<file path="src/rtl/uart_ctrl_pkg.sv">
// Shared constants for the UART control blocks: FSM state encoding and default sizing.
package uart_ctrl_pkg;

    localparam int DATA_W_DEF        = 8;
    localparam int START_TIMEOUT_DEF = 16;

    typedef logic [1:0] state_t;
    localparam state_t IDLE = 2'd0;
    localparam state_t ARM  = 2'd1;
    localparam state_t SEND = 2'd2;

    // Index of the requester after id, wrapping at n.
    function automatic int wrap_inc(input int id, input int n);
        return (id + 1 >= n) ? 0 : id + 1;
    endfunction

endpackage

</file>
<file path="src/rtl/rr_pick.sv">
// Combinational round-robin picker with an optional lock onto a single requester.
module rr_pick #(
    parameter int N  = 4,
    parameter int IW = (N > 1) ? $clog2(N) : 1
) (
    input  logic [N-1:0]  i_req,
    input  logic [IW-1:0] i_ptr,
    input  logic          i_lock_en,
    input  logic [IW-1:0] i_lock_id,
    output logic [N-1:0]  o_gnt,
    output logic [IW-1:0] o_gnt_id
);

    logic          w_found;
    logic [IW-1:0] w_idx;

    always_comb begin
        // NOTE: every signal written here gets a default first, so no path can infer a latch.
        o_gnt    = '0;
        o_gnt_id = '0;
        w_found  = 1'b0;
        w_idx    = '0;
        if (i_lock_en) begin
            if (i_req[i_lock_id]) begin
                o_gnt[i_lock_id] = 1'b1;
                o_gnt_id         = i_lock_id;
            end
        end else begin
            // First valid requester at or after the pointer wins.
            for (int i = 0; i < N; i++) begin
                w_idx = IW'((int'(i_ptr) + i) % N);
                if (!w_found && i_req[w_idx]) begin
                    w_found      = 1'b1;
                    o_gnt[w_idx] = 1'b1;
                    o_gnt_id     = w_idx;
                end
            end
        end
    end

endmodule

</file>
<file path="src/rtl/uart_tx_arbiter.sv">
// Round-robin arbiter sharing one UART transmitter among NUM_REQ byte sources,
// with message locking and a sticky start-timeout flag.
module uart_tx_arbiter
    import uart_ctrl_pkg::*;
#(
    parameter int  NUM_REQ       = 4,
    parameter int  DATA_W        = DATA_W_DEF,
    parameter int  START_TIMEOUT = START_TIMEOUT_DEF,
    localparam int IW            = $clog2(NUM_REQ),
    localparam int CW            = $clog2(START_TIMEOUT + 1)
) (
    input  logic                      clk_50m,
    input  logic                      rst_n,
    input  logic [NUM_REQ-1:0]        req_valid,
    input  logic [NUM_REQ*DATA_W-1:0] req_data,
    input  logic [NUM_REQ-1:0]        req_last,
    output logic [NUM_REQ-1:0]        req_ready,
    output logic [DATA_W-1:0]         tx_data,
    output logic                      tx_wr_en,
    input  logic                      tx_busy,
    output logic [IW-1:0]             grant_id,
    output logic                      locked,
    output logic                      err_timeout,
    input  logic                      err_clr
);

    state_t            r_state;
    state_t            w_next_state;
    logic [DATA_W-1:0] r_tx_data;
    logic              r_tx_wr_en;
    logic [IW-1:0]     r_grant_id;
    logic [IW-1:0]     r_lock_id;
    logic [IW-1:0]     r_rr_ptr;
    logic              r_locked;
    logic              r_err;
    logic [CW-1:0]     r_cnt;

    logic [NUM_REQ-1:0] w_gnt;
    logic [NUM_REQ-1:0] w_ready;
    logic [IW-1:0]      w_gnt_id;
    logic [DATA_W-1:0]  w_win_data;
    logic               w_win_last;
    logic               w_accept;
    logic               w_timeout;

    rr_pick #(
        .N  (NUM_REQ),
        .IW (IW)
    ) u_rr_pick (
        .i_req     (req_valid),
        .i_ptr     (r_rr_ptr),
        .i_lock_en (r_locked),
        .i_lock_id (r_lock_id),
        .o_gnt     (w_gnt),
        .o_gnt_id  (w_gnt_id)
    );

    always_comb begin
        w_win_data = '0;
        for (int i = 0; i < NUM_REQ; i++) begin
            if (w_gnt[i]) w_win_data = req_data[i*DATA_W +: DATA_W];
        end
    end

    assign w_win_last = |(req_last & w_gnt);
    assign w_accept   = |(req_valid & w_ready);
    assign w_timeout  = (r_state == ARM) && !tx_busy
                        && (r_cnt == CW'(START_TIMEOUT - 1));

    always_ff @(posedge clk_50m or negedge rst_n) begin
        if (!rst_n) r_state <= IDLE;
        else        r_state <= w_next_state;
    end

    always_comb begin
        w_next_state = r_state;
        case (r_state)
            IDLE:    if (w_accept) w_next_state = ARM;
            ARM: begin
                if (tx_busy)        w_next_state = SEND;
                else if (w_timeout) w_next_state = IDLE;
            end
            SEND:    if (!tx_busy) w_next_state = IDLE;
            default: w_next_state = IDLE;
        endcase
    end

    // Ready is gated by rst_n so it drops at once when reset asserts.
    always_comb begin
        w_ready = '0;
        if (rst_n && (r_state == IDLE) && !tx_busy) w_ready = w_gnt;
    end

    always_ff @(posedge clk_50m or negedge rst_n) begin
        if (!rst_n) begin
            r_tx_data  <= '0;
            r_tx_wr_en <= 1'b0;
            r_grant_id <= '0;
            r_lock_id  <= '0;
            r_rr_ptr   <= '0;
            r_locked   <= 1'b0;
            r_err      <= 1'b0;
            r_cnt      <= '0;
        end else begin
            // NOTE: non-blocking assignments so every register samples pre-edge values.
            r_tx_wr_en <= w_accept;
            if (w_accept) begin
                r_tx_data  <= w_win_data;
                r_grant_id <= w_gnt_id;
                r_cnt      <= '0;
                if (w_win_last) begin
                    r_locked <= 1'b0;
                    r_rr_ptr <= IW'(wrap_inc(int'(w_gnt_id), NUM_REQ));
                end else begin
                    r_locked  <= 1'b1;
                    r_lock_id <= w_gnt_id;
                end
            end else if ((r_state == ARM) && !tx_busy) begin
                if (w_timeout) begin
                    r_locked <= 1'b0;
                    r_rr_ptr <= IW'(wrap_inc(int'(r_grant_id), NUM_REQ));
                end else begin
                    r_cnt <= r_cnt + CW'(1);
                end
            end
            // A timeout in the same cycle as err_clr keeps the flag set.
            if (w_timeout)    r_err <= 1'b1;
            else if (err_clr) r_err <= 1'b0;
        end
    end

    assign req_ready   = w_ready;
    assign tx_data     = r_tx_data;
    assign tx_wr_en    = r_tx_wr_en;
    assign grant_id    = r_grant_id;
    assign locked      = r_locked;
    assign err_timeout = r_err;

endmodule

</file>
<file path="config.mk">
export PLATFORM = sky130hd
export DESIGN_NAME = uart_tx_arbiter
export DESIGN_NICKNAME = d
export VERILOG_FILES = /design/src/rtl/uart_ctrl_pkg.sv /design/src/rtl/rr_pick.sv /design/src/rtl/uart_tx_arbiter.sv
export SDC_FILE = /design/constraint.sdc
export NUM_CORES = 1
export LEC_CHECK = 0
export ABC_AREA = 1
export CORE_MARGIN = 10
export CORE_UTILIZATION = 45
export CTS_CLUSTER_DIAMETER = 40
export DETAILED_ROUTE_END_ITERATION = 8
export PLACE_DENSITY = 0.77
export SLEW_MARGIN = 10
export SYNTH_ARGS = -nofsm -noshare
export SYNTH_HDL_FRONTEND = slang
export SYNTH_SLANG_ARGS = --single-unit
</file>
<file path="constraint.sdc">
create_clock -name clk_50m -period 3.3 [get_ports clk_50m]
set_clock_uncertainty 0.2 [all_clocks]
set_input_delay 0.66 -clock clk_50m [delete_from_list [all_inputs] [get_ports clk_50m]]
set_output_delay 0.66 -clock clk_50m [all_outputs]
set_load 0.01 [all_outputs]
</file>
Yosys cells after proc, flatten, opt, wreduce, memory -nomap -nowiden
Index checks and enable logic that the tools add are counted.

Register bits: 24. Bits in latches: 0. RAM bits: 0. Bits in read-only memories: 0. Input bits: 44. Word-level logic and storage cells: 134. Memories kept: 0.

$add $sub $neg: 6. $mul: 0. Div/mod/pow operators: 0. $lt $le $gt $ge: 12. Equal/unequal tests: 8. Shift operators: 0. Multiplexer cells: 66. Bitwise operators: 6. Reduce and logical (&&, ||, !) cells: 27.

Operators with widths (number): $mux 4 (10); $mux 2 (16); $mux 8 (4); $mux 1 (22); $lt 2x3->1 const B (5); $mux 5 (3); $logic_and 1x1->1 (12); $or 4x4->4 (3); $bmux 1 s2 (5); $demux 1 s2 (5); $ge 2x1->1 const B (5); $and 4x4->4 (2); $ne 2x2->1 const B (4); $reduce_or 4->1 (2); $add 2x1->3 const B (2); $ge 3x3->1 const B (2); $pmux 2 s3 (1); $reduce_and 2->1 (3); $reduce_and 3->1 (2); $reduce_bool 2->1 (3); $add 5x1->5 const B (1); $eq 5x4->1 const B (1); $add 2x2->2 const B (2); $logic_not 1->1 (4); other kinds (6) (6).

Logic depth before layout (Yosys ltp)
Depth after elaboration: 21. Mapped depth: 22.

Modules after synthesis
A second synthesis with hierarchy kept.

Cells, all modules: 286. Area total of the unflattened synthesis: 1961.9 um2.

By module, submodules not included: uart_tx_arbiter (times used 1, cells each 187, area each 1401.3 um2); rr_pick (times used 1, cells each 99, area each 560.5 um2).

Worst setup path before layout
OpenSTA, ideal clock, no wires.

Path type: register to output. Start: reg r_rr_ptr[1]. End: out req_ready[2]. Arrival time: 2152 ps. Slack: 288 ps. Cell stages (with the launch flop): 14. Buffers on the path: 1. Path through: dfrtp_1 > inv_1 > ha_1 > inv_1 > nand3_1 > nand2_1 > nor2_8 > nand3_1 > nand3_1 > nand2_1 > nand2_1 > buf_4 > clkinv_1 > nor2_1.

Word-level cells in the longest chain between the ends: 17. Elaborated cells on any way between the ends: 55. Those cells by class: add/sub (3); order compare (8); mux (31); bitwise (3); reduce/logical (10).

Ends and longest elaborated chain: start, declared (RTL line uart_tx_arbiter.sv:33) `logic [IW-1:0] r_rr_ptr;`; start signal, assigned (RTL line uart_tx_arbiter.sv:113) `r_rr_ptr <= IW'(wrap_inc(int'(w_gnt_id), NUM_REQ));`; start signal, assigned (RTL line uart_tx_arbiter.sv:121) `r_rr_ptr <= IW'(wrap_inc(int'(r_grant_id), NUM_REQ));`; parallel branches: the longest is 14 deep, another holds $lt 2x3->1; $mux 4 (*) (RTL line rr_pick.sv:32) `if (!w_found && i_req[w_idx]) begin`; $mux 4 (*) (RTL line rr_pick.sv:23) `if (i_lock_en) begin`; $mux 4 (*) (RTL line uart_tx_arbiter.sv:91) `if (rst_n && (r_state == IDLE) && !tx_busy) w_ready = w_gnt;`; end, declared (RTL line uart_tx_arbiter.sv:17) `output logic [NUM_REQ-1:0] req_ready,`.

Every way passes the cells marked *. The select of a mux whose other input is x is not followed.

Worst setup path after layout
Start: reg r_rr_ptr[0]. End: out req_ready[2].

The elaborated chain is that of the path after synthesis.

==> impl_metrics.yaml <==
global_route:
  grt_pass1_wl_microns: 10070
  antenna_found_initial: 0
  grt_util_all_layers: 0.1605
  gr-total-overflow: 0
  grt_pass1_vias: 2099
  grt_max_degree: 25
power:
  switchingPower_mw: 1.358
  p_per_area_nw_per_um2: 948.8
  pwr-share-clk: 0.093
  switching_share: 0.4906
  comb_power_share: 0.723
  p_seq_frac: 0.184
  p_leak_nw: 1.463
  p_int_mw: 1.410
  peakVddDrop_v: 0.0005475
route:
  vias: 2208
  routed_wl_microns: 6169
  drt_iter0_markers: 141
  ant_nets: 0
  drt_pass1_iterations: 4
  vias_per_cell: 5.064
  drc: 0
  wl_per_cell_microns: 14.15
floorplanning:
  io_pins: 61
  dieArea_sq_um: 7499
  die_w_microns: 86.60
  start_util: 0.4615
  row_count: 24
  core_area_sq_um: 4324
  die_h_microns: 86.60
sta:
  period_needed_ns: 3.093
  setup_ws_ns: 0.2072
  worst_pin_slew_ns: 0.3341
  holdWs_ns: 0.3206
  fmax_ghz: 0.3233
  period_share: 0.9372
  slew_headroom: 0.7764
  setup_viol: 0
  slew_viol_final: 0
  hold_viol: 0
  finalSetupTns_ns: 0
  rsz0062_at_grt: "no"
synthesis:
  yosys_warnings: 0
  ys_ff_latch: 24
  synth_nets: 346
  synth_top_cell_by_area: "dfrtp_1"
  synth_top_area_frac: 0.3009
  synth_area_sq_um: 1996
  synth_edf_count: 0
  synth.top_cells.by_area: "dfrtp_1 (30%), nand2_1 (17%), a21oi_1 (8.3%)"
  seq_area_frac_synth: 0.3009
  synthMostInstantiatedCell: "nand2_1"
  async_flop_share: 1.000
  syn_area_per_cell_sq_um: 6.811
  synth_ff_type: "dfrtp_1"
  synthCells: 293
  synth.distinct_cells: 35
  synth_common_cells: "nand2_1 (90), nor2_1 (37), a21oi_1 (33)"
placed_design:
  numPortBuffers: 60
  post-place-ws_ns: -0.3332
  gp_congestion: 0.8969
  dp.cells: 432
  dp_hpwl_microns: 4950
layout:
  final_util: 0.6745
  final_layout_size_suffix_gt1_frac: 0.1745
  antenna_cells: 0
  syn2layout_area_growth_pct: 46.14
  num-nets-final: 438
  instances_no_fill: 436
clock_tree:
  h-tree-depth: 1
  numCtsBuffers: 3
  cts_setup_buffers: 0
  clkTransAtPathRegs_ns: 0.08
  cts_root_buffer: "clkbuf_8"
  cts.sinks: 24
  cts_tree: "done"
  clk_path_buf_depth: 2
  clk_latency_ns: 0.27
  hold_buffers: 0
setup_path:
  crit_path_start_kind: "flop"
  cp_max_fo: 8
  crit_type: "flop to primary output"
  end_kind: "primary output"
  cp.required_ns: 2.44
  worstPathArrival_ns: 2.23
outcome:
  status: "complete, no violations"
worst_hold_path:
  hold_path_class: "flop to flop"
run:
  max_cap_violations: 0
-- cell type report --
type | count | area [sq um]
Fill cell | 387 | 1408
Clock inverter | 1 | 30.03
Tap cell | 52 | 65.06
Inverter | 27 | 108.9
Clock buffer | 3 | 41.29
Sequential cell | 24 | 600.6
Multi-Input combinational cell | 236 | 1236
Timing Repair Buffer | 93 | 834.6
-- metal layers --
metal | share of wire | GRT usage | routed length [microns] | vias to the layer above
met4 | 0.014 | 0.04271 | 88 | 0
met1 | 0.46 | 0.2191 | 2835 | 1012
met2 | 0.47 | 0.2517 | 2877 | 58
met3 | 0.059 | 0.03002 | 367 | 8
li1 | - | - | - | 1130
met5 | 0 | 0 | 0 | -
-- sequential cells by signal (all words and copies together) (netlist names) --
signal and flops:
err_timeout 1, grant_id 2, locked 1, r_cnt 5, r_lock_id 2, r_rr_ptr 2
r_state 2, tx_data 8, tx_wr_en 1
-- repair_timing --
item | CTS | global route
endpoints found under the setup margin | 4 | 4
pin swaps | 0 | 2
gates resized for setup | 10 | 12
-- cell usage in the layout (no fill, tap or decap), types with 2 or more instances in the layout --
cell type,Yosys,layout
a21boi_0,3,3
a21oi_1,33,32
a21oi_2,1,2
buf_4,1,33
clkbuf_2,0,3
clkbuf_8,0,3
clkdlybuf4s50_1,0,52
dfrtp_1,24,24
dlymetal6s2s_1,0,3
ha_1,9,9
inv_1,24,21
inv_2,0,3
nand2_1,90,89
nand2_2,6,7
nand2_4,3,3
nand3_1,27,27
nand4_1,2,2
nor2_1,37,37
nor2_4,2,2
nor2_8,2,2
o21ai_0,6,6
xor2_1,2,2
-- power groups by stage --
stage	clock [mW]	sequential, mW	combinational [mW]
global placement	0	0.506	1.96
floorplan	0	0.539	1.24
global route	0.268	0.525	2.25
CTS	0.259	0.508	1.99
detailed placement	0	0.513	1.98
finish	0.257	0.509	2.00
-- worst max-delay path, stage by stage, from the launching register on --
cell and delay (ns):
dfrtp_1 0.42, inv_6 0.04, ha_1 0.38, inv_2 0.10
nand3_1 0.11, nand2_2 0.11, nor2_8 0.17, nand3_1 0.09
nand3_1 0.08, nand2_1 0.06, nand2_1 0.09, clkinv_1 0.09
nor2_1 0.08, buf_2 0.15
-- path summary, 6_finish.rpt --
path | start | to | slack, ns | depth (start not counted)
max in group asynchronous | rst_n | r_lock_id[0] | 2.07 | 2
min in group asynchronous | rst_n | tx_data[3] | 0.60 | 2
setup / recovery | r_rr_ptr[0] | req_ready[2] | 0.21 | 13
setup reg to reg | r_rr_ptr[0] | tx_data[1] | 0.43 | 17
hold / removal | r_state[1] | r_state[1] | 0.32 | 1
hold reg to reg | r_state[1] | r_state[1] | 0.32 | 1
-- cells by family (layout without fill, tap and decap cells) --
logic type                 Yosys count  count (layout)  synth area share
buffers and inverters               33             124           0.08276
xor gates and xnor gates             3               3           0.01317
and+or+nand+nor                    176             176            0.4113
DFF                                 24              24            0.3009
adders and majority gates            9               9           0.05643
AOI/OAI and AO/OA                   48              48            0.1354
-- stage by stage --
stage	power, mW	cell area (sq um)
after global routing	3.040	2917
after global placement	2.464	2853
final	2.767	2917
after detailed placement	2.491	2853
after floorplan	1.779	1996
after CTS	2.755	2923
No activity file was read; power rests on OpenSTA's default activity.
